**src/rtl/hash_pkg.sv**
```systemverilog
// Shared constants and state encoding for the hash message controller.
package hash_pkg;

  localparam int unsigned NUM_ROUNDS = 8;
  localparam int unsigned RIDX_W     = 3;
  localparam int unsigned BYTE_W     = 8;
  localparam int unsigned STATE_W    = 3;

  // Controller state encoding
  typedef logic [STATE_W-1:0] state_t;

  localparam state_t ST_IDLE      = 3'd0;
  localparam state_t ST_INIT      = 3'd1;
  localparam state_t ST_WAIT_BYTE = 3'd2;
  localparam state_t ST_ROUND     = 3'd3;
  localparam state_t ST_FINAL     = 3'd4;
  localparam state_t ST_DONE      = 3'd5;

endpackage

```
**src/rtl/hash_controller_if.sv**
```systemverilog
// Message, digest and datapath-control signals between controller and its neighbours.
interface hash_controller_if;
  import hash_pkg::*;

  logic              msg_start;
  logic              in_valid;
  logic              in_ready;
  logic [BYTE_W-1:0] in_data;
  logic              in_last;
  logic              out_valid;
  logic              out_ready;
  logic              err;
  logic              dp_start;
  logic [BYTE_W-1:0] dp_B;
  logic              dp_validate_input;
  logic              dp_switch_operation;
  logic              dp_validate_R_h;
  logic [RIDX_W-1:0] dp_R_i;
  logic              dp_cnt_ok;

  // Controller side
  modport master (
    input  msg_start, in_valid, in_data, in_last, out_ready, dp_cnt_ok,
    output in_ready, out_valid, err, dp_start, dp_B, dp_validate_input,
           dp_switch_operation, dp_validate_R_h, dp_R_i
  );

  // Upstream / downstream / datapath side
  modport slave (
    output msg_start, in_valid, in_data, in_last, out_ready, dp_cnt_ok,
    input  in_ready, out_valid, err, dp_start, dp_B, dp_validate_input,
           dp_switch_operation, dp_validate_R_h, dp_R_i
  );

endinterface

```
**src/rtl/hash_round_counter.sv**
```systemverilog
// Round index counter: clear has priority over enable, wraps at NUM_ROUNDS.
module hash_round_counter
  import hash_pkg::*;
(
  input  logic              clock,
  input  logic              rst,
  input  logic              clr,
  input  logic              en,
  output logic [RIDX_W-1:0] cnt,
  output logic              tc
);

  // Round index register
  always_ff @(posedge clock or posedge rst) begin
    if (rst) begin
      cnt <= '0;
    end else if (clr) begin
      cnt <= '0;
    end else if (en) begin
      cnt <= cnt + RIDX_W'(1);
    end
  end

  assign tc = (cnt == RIDX_W'(NUM_ROUNDS - 1));

endmodule

```
**src/rtl/hash_controller.sv**
```systemverilog
// Byte-serial hash controller: sequences datapath byte rounds and finalisation.
module hash_controller
  import hash_pkg::*;
(
  input  logic             clock,
  input  logic             rst,
  hash_controller_if.master bus
);

  state_t            state;
  state_t            state_nxt;
  logic              last_q;
  logic              err_q;
  logic [RIDX_W-1:0] rnd;
  logic              rnd_tc;
  logic              rnd_clr;
  logic              rnd_en;
  logic              accept;
  logic              cnt_fail;
  logic              abort;

  hash_round_counter u_round_counter (
    .clock (clock),
    .rst   (rst),
    .clr   (rnd_clr),
    .en    (rnd_en),
    .cnt   (rnd),
    .tc    (rnd_tc)
  );

  // State register
  always_ff @(posedge clock or posedge rst) begin
    if (rst) begin
      state <= ST_IDLE;
    end else begin
      state <= state_nxt;
    end
  end

  // Next-state and datapath control decode
  always_comb begin
    state_nxt               = state;
    rnd_clr                 = 1'b0;
    rnd_en                  = 1'b0;
    accept                  = 1'b0;
    cnt_fail                = 1'b0;
    abort                   = bus.msg_start && (state != ST_IDLE);
    bus.in_ready            = 1'b0;
    bus.out_valid           = 1'b0;
    bus.err                 = 1'b0;
    bus.dp_start            = 1'b0;
    bus.dp_B                = '0;
    bus.dp_validate_input   = 1'b0;
    bus.dp_switch_operation = 1'b0;
    bus.dp_validate_R_h     = 1'b0;
    bus.dp_R_i              = '0;

    case (state)
      ST_IDLE: begin
        if (bus.msg_start) state_nxt = ST_INIT;
      end
      ST_INIT: begin
        bus.dp_start = 1'b1;
        rnd_clr      = 1'b1;
        state_nxt    = ST_WAIT_BYTE;
      end
      ST_WAIT_BYTE: begin
        bus.in_ready          = bus.dp_cnt_ok;
        bus.dp_B              = bus.in_data;
        accept                = bus.in_valid && bus.dp_cnt_ok;
        bus.dp_validate_input = accept;
        if (!bus.dp_cnt_ok) begin
          // Byte counter saturated: flag overflow and finalise what we have
          cnt_fail  = 1'b1;
          rnd_clr   = 1'b1;
          state_nxt = ST_FINAL;
        end else if (accept) begin
          rnd_clr   = 1'b1;
          state_nxt = ST_ROUND;
        end
      end
      ST_ROUND: begin
        bus.dp_validate_R_h = 1'b1;
        bus.dp_R_i          = rnd;
        rnd_en              = 1'b1;
        if (rnd_tc) state_nxt = last_q ? ST_FINAL : ST_WAIT_BYTE;
      end
      ST_FINAL: begin
        bus.dp_validate_R_h     = 1'b1;
        bus.dp_switch_operation = 1'b1;
        bus.dp_R_i              = rnd;
        rnd_en                  = 1'b1;
        if (rnd_tc) state_nxt = ST_DONE;
      end
      ST_DONE: begin
        bus.out_valid = 1'b1;
        bus.err       = err_q;
        if (bus.out_ready) state_nxt = ST_IDLE;
      end
      default: begin
        state_nxt = ST_IDLE;
      end
    endcase

    // A new message request mid-flight restarts from INIT
    if (abort) begin
      state_nxt = ST_INIT;
      rnd_en    = 1'b0;
      rnd_clr   = 1'b1;
    end
  end

  // Last-byte marker and sticky overflow flag
  always_ff @(posedge clock or posedge rst) begin
    if (rst) begin
      last_q <= 1'b0;
      err_q  <= 1'b0;
    end else begin
      if (accept) last_q <= bus.in_last;
      if (abort || ((state == ST_DONE) && bus.out_ready)) begin
        err_q <= 1'b0;
      end else if (cnt_fail) begin
        err_q <= 1'b1;
      end
    end
  end

endmodule

```
**src/flat_wrapper.sv**
```systemverilog
// flat-port wrapper written by rule: the top's interface ports become plain ports
module hash_controller_flat import hash_pkg::*;
  (clock, rst, bus_msg_start, bus_in_valid, bus_in_data, bus_in_last, bus_out_ready, bus_dp_cnt_ok, bus_in_ready, bus_out_valid, bus_err, bus_dp_start, bus_dp_B, bus_dp_validate_input, bus_dp_switch_operation, bus_dp_validate_R_h, bus_dp_R_i);
  hash_controller_if bus_i ();
  input  logic clock;
  input  logic rst;
  input wire logic [$bits(bus_i.msg_start)-1:0] bus_msg_start;
  input wire logic [$bits(bus_i.in_valid)-1:0] bus_in_valid;
  input wire logic [$bits(bus_i.in_data)-1:0] bus_in_data;
  input wire logic [$bits(bus_i.in_last)-1:0] bus_in_last;
  input wire logic [$bits(bus_i.out_ready)-1:0] bus_out_ready;
  input wire logic [$bits(bus_i.dp_cnt_ok)-1:0] bus_dp_cnt_ok;
  output wire logic [$bits(bus_i.in_ready)-1:0] bus_in_ready;
  output wire logic [$bits(bus_i.out_valid)-1:0] bus_out_valid;
  output wire logic [$bits(bus_i.err)-1:0] bus_err;
  output wire logic [$bits(bus_i.dp_start)-1:0] bus_dp_start;
  output wire logic [$bits(bus_i.dp_B)-1:0] bus_dp_B;
  output wire logic [$bits(bus_i.dp_validate_input)-1:0] bus_dp_validate_input;
  output wire logic [$bits(bus_i.dp_switch_operation)-1:0] bus_dp_switch_operation;
  output wire logic [$bits(bus_i.dp_validate_R_h)-1:0] bus_dp_validate_R_h;
  output wire logic [$bits(bus_i.dp_R_i)-1:0] bus_dp_R_i;
  assign bus_i.msg_start = bus_msg_start;
  assign bus_i.in_valid = bus_in_valid;
  assign bus_i.in_data = bus_in_data;
  assign bus_i.in_last = bus_in_last;
  assign bus_i.out_ready = bus_out_ready;
  assign bus_i.dp_cnt_ok = bus_dp_cnt_ok;
  assign bus_in_ready = bus_i.in_ready;
  assign bus_out_valid = bus_i.out_valid;
  assign bus_err = bus_i.err;
  assign bus_dp_start = bus_i.dp_start;
  assign bus_dp_B = bus_i.dp_B;
  assign bus_dp_validate_input = bus_i.dp_validate_input;
  assign bus_dp_switch_operation = bus_i.dp_switch_operation;
  assign bus_dp_validate_R_h = bus_i.dp_validate_R_h;
  assign bus_dp_R_i = bus_i.dp_R_i;
  hash_controller u_core (.clock(clock), .rst(rst), .bus(bus_i));
endmodule
```
**config.mk**
```make
export PLATFORM = sky130hd
export DESIGN_NAME = hash_controller_flat
export DESIGN_NICKNAME = d
export VERILOG_FILES = /design/src/rtl/hash_pkg.sv /design/src/rtl/hash_controller_if.sv /design/src/rtl/hash_round_counter.sv /design/src/rtl/hash_controller.sv /design/src/flat_wrapper.sv
export SDC_FILE = /design/constraint.sdc
export NUM_CORES = 1
export LEC_CHECK = 0
export BUFFER_PORTS_ARGS = -buffer_cell sky130_fd_sc_hd__buf_2
export CORE_AREA = 2 2 42 44
export DETAILED_ROUTE_END_ITERATION = 16
export DIE_AREA = 0 0 44 46
export PLACE_DENSITY = 0.81
export RECOVER_POWER = 50
export SETUP_SLACK_MARGIN = 0.1
export SLEW_MARGIN = 20
export SYNTH_ARGS = -nofsm -noshare
export SYNTH_HDL_FRONTEND = slang
export SYNTH_SLANG_ARGS = --single-unit
```
**constraint.sdc**
```tcl
create_clock -name clock -period 3.5 [get_ports clock]
set_input_delay 0.175 -clock clock [delete_from_list [all_inputs] [get_ports clock]]
set_output_delay 0.175 -clock clock [all_outputs]
set_load 0.03 [all_outputs]
```
==> results.sh <==
export IMPL_hold_violations=0
export IMPL_ir_drop_mv=0.315
export IMPL_cts_max_level=1
export IMPL_fp_coreArea_sq_mm=0.00161
export IMPL_clock_sinks=8
export IMPL_syn_inst=77
export IMPL_start_util_pct=43.6
export IMPL_dpl_hpwl_um=1210
export IMPL_clock_root_buffer="clkbuf_4"
export IMPL_power_per_cell_area_mw_per_mm2=682
export IMPL_slew_headroom_pct=53.8
export IMPL_cp_slowest_cell="nor3_1"
export IMPL_worstSetupEndpointType="output pin"
export IMPL_synth_cell_types=33
export IMPL_vias=642
export IMPL_clkTransAtPathRegs_ns=0.05
export IMPL_synth_fp_nets=94
export IMPL_r2r_worst_path_cells=4
export IMPL_via_per_inst=5.14
export IMPL_ff2ff_setup_slack_ns=1.58
export IMPL_sw_frac_of_total_pct=49.1
export IMPL_critical_path_max_stage_delay_ns=0.60
export IMPL_nets=127
export IMPL_whs_path_depth=2
export IMPL_die_area_sq_mm=0.00202
export IMPL_fin_crit_sh_pct=61.3
export IMPL_drive_above_1_share_pct=30.6
export IMPL_leakage_uw=0.000453
export IMPL_final_common_cell="buf_2"
export IMPL_yosys_warnings=0
export IMPL_grt_max_degree=17
export IMPL_grtUsageMet1_pct=20.1
export IMPL_mostFrequentLayoutCells="buf_2, and2_1, dfrtp_1, nor2_1, a21oi_1"
export IMPL_wirelength_um=1470
export IMPL_post_dp_cell_area_sq_um=850
export IMPL_tns_ns=0
export IMPL_drt_iter0_drc=4
export IMPL_final_setup_viol_count=0
export IMPL_rsz0062_at_grt="false"
export IMPL_grt_pass1_wl_um=2360
export IMPL_antenna_found_initial=0
export IMPL_multi_input_area_sq_um=405
export IMPL_yosys_register_bits=8
export IMPL_start_kind="flip-flop"
export IMPL_cts_tree="built"
export IMPL_io_pin_count=33
export IMPL_port_buffers=32
export IMPL_grt_pass1_vias=550
export IMPL_min_period_ns=2.15
export IMPL_path_class="reg -> out"
export IMPL_syn_to_final_growth_pct=17.9
export IMPL_num_antenna_cells=0
export IMPL_clk_latency_ns=0.24
export IMPL_run_status="completed"
export IMPL_fp_row_count=15
export IMPL_switchingPower_uw=278
export IMPL_power_frac_seq_pct=32.1
export IMPL_cts_buffers=3
export IMPL_antenna_left=0
export IMPL_timing_rr_start="u_core.state[2]$_DFFE_PP0P_"
export IMPL_gr_total_overflow=0
export IMPL_clk_path_buf_depth=2
export IMPL_clockPowerShare_pct=11.3
export IMPL_drv_slew=0
export IMPL_worst_pin_slew_ns=0.688
export IMPL_arrival_ns=1.97
export IMPL_maxCapViolations=0
export IMPL_ctsHoldBuffers=1
export IMPL_worstPathMaxFanout=13
export IMPL_cts_setup_buffers=0
export IMPL_hold_start="bus_in_last"
export IMPL_grt_met3_usage_pct=1.98
export IMPL_busiest_layer="met2"
export IMPL_p_comb_share_pct=56.6
export IMPL_hold_class="in -> reg"
export IMPL_finClkSkew_ns=0.00173
export IMPL_gp_congestion=0.711
export IMPL_fmax_mhz=466
export IMPL_stdcell_area_sq_um=831
export IMPL_wl_per_cell_um=11.7
export IMPL_die_h_um=46
export IMPL_drtPass1Iterations=4
export IMPL_dieWidth_um=44
export IMPL_gr_usage_met2_pct=26.2
export IMPL_cts_resized=0
export IMPL_regToRegEndpoint="u_core.state[1]$_DFFE_PP0P_"
export IMPL_fillers=162
export IMPL_avgSynthCellArea_sq_um=9.15
export IMPL_grtUsageTotal_pct=16.2
export IMPL_ys_seq_area_share_pct=28.4
export IMPL_crit_chain="inv_1, nor3_1, and2_1, buf_2"
export IMPL_worstPathRequired_ns=3.32
export IMPL_synth_area_sq_um=704
export IMPL_holdPathEnd="u_core.last_q$_DFFE_PP0P_"
export IMPL_drc=0
export IMPL_seqCellArea_sq_um=200
export IMPL_internal_power_uw=288
==> Yosys cell counts, drive strengths merged <==
| master | instances | share of area (%) |
|---|---|---|
| o21a | 2 | 2.1 |
| clkbuf | 1 | 0.53 |
| nand2 | 1 | 0.53 |
| o21ai | 2 | 1.4 |
| a2bb2oi | 1 | 1.2 |
| and3 | 1 | 0.89 |
| a22oi | 1 | 1.1 |
| a211oi | 1 | 1.8 |
| or3 | 1 | 0.89 |
| a31oi | 1 | 0.89 |
| a21o | 2 | 2.1 |
| inv | 4 | 2.1 |
| nor3 | 2 | 3.0 |
| nand2b | 4 | 3.6 |
| buf | 4 | 4.6 |
| nor2 | 7 | 3.7 |
| dfrtp | 8 | 28 |
| nor2b | 2 | 1.8 |
| ha | 2 | 3.6 |
| nor4 | 1 | 0.89 |
| and2 | 13 | 12 |
| a21oi | 5 | 3.6 |
| nor3b | 2 | 2.8 |
| mux2 | 1 | 1.6 |
| a21boi | 1 | 2.7 |
| mux2i | 4 | 5.7 |
| nor4bb | 2 | 5.9 |
| nand3b | 1 | 1.1 |
==> critical path: cells and delay by family (launching register included) <==
family	cells	cell delay (ns)
and+or+nand+nor	2	0.82
DFF	1	0.57
buffers and inverters	2	0.33
==> kinds of logic after synthesis <==
family,share of synthesized area (%)
multiplexers,7.28
adder cells (fa/ha/maj),3.55
AO/OA/AOI/OAI,16.9
AND/OR/NAND/NOR,36.6
flip-flops,28.4
buffers and inverters,7.28
==> sequential cells by signal (all words and copies together), names as in the netlist <==
register                    flops
u_core.state                    3
u_core.u_round_counter.cnt      3
u_core.err_q                    1
u_core.last_q                   1
==> how the worst max path moves through the flow <==
stage / start / endpoint / slack [ns]
final: u_core.state[1]$_DFFE_PP0P_ / bus_dp_B[0] / 1.35
after global placement: u_core.state[2]$_DFFE_PP0P_ / bus_dp_R_i[0] / 1.74
after global routing: u_core.state[1]$_DFFE_PP0P_ / bus_dp_B[6] / 1.17
after CTS: u_core.state[2]$_DFFE_PP0P_ / bus_dp_R_i[0] / 1.38
after floorplan: u_core.state[2]$_DFFE_PP0P_ / u_core.last_q$_DFFE_PP0P_ / 1.61
after detailed placement: u_core.state[2]$_DFFE_PP0P_ / bus_dp_R_i[0] / 1.65
==> routing by layer <==
metal	share of wire (%)	vias up
li1	-	331
met1	43	286
met2	49	23
met3	7.8	2
met4	0.82	0
met5	0	-
==> stage by stage <==
step | utilization [%] | total power, uW | setup slack, ns | hold slack [ns] | instances
floorplan | - | 495 | 1.61 | -0.00934 | 77
global placement | 52.6 | 539 | 1.74 | 0.120 | 121
detailed placement | 52.6 | 551 | 1.65 | 0.131 | 121
CTS | 54.7 | 619 | 1.38 | 0.138 | 125
global route | 51.5 | 612 | 1.17 | 0.141 | 125
finish | 51.5 | 567 | 1.35 | 0.149 | 125
==> cell type report <==
class,instances,share of cell area [%]
flip-flops and latches,8,24.1
repair buffers,33,20.0
inverters,4,1.81
well taps,17,2.56
multi-input cells,60,48.8
clock buffers,3,2.71
==> power by group through the flow <==
| stage | clock [uW] | combinational [uW] | sequential, uW |
|---|---|---|---|
| 6_report | 64.1 | 321 | 182 |
| 5_1_grt | 73.4 | 351 | 188 |
| 4_1_cts | 69.4 | 357 | 193 |
| 3_5_place_dp | 0 | 355 | 195 |
| 3_3_place_gp | 0 | 349 | 191 |
| 2_1_floorplan | 0 | 346 | 149 |
Power figures use the tool's default switching activity.
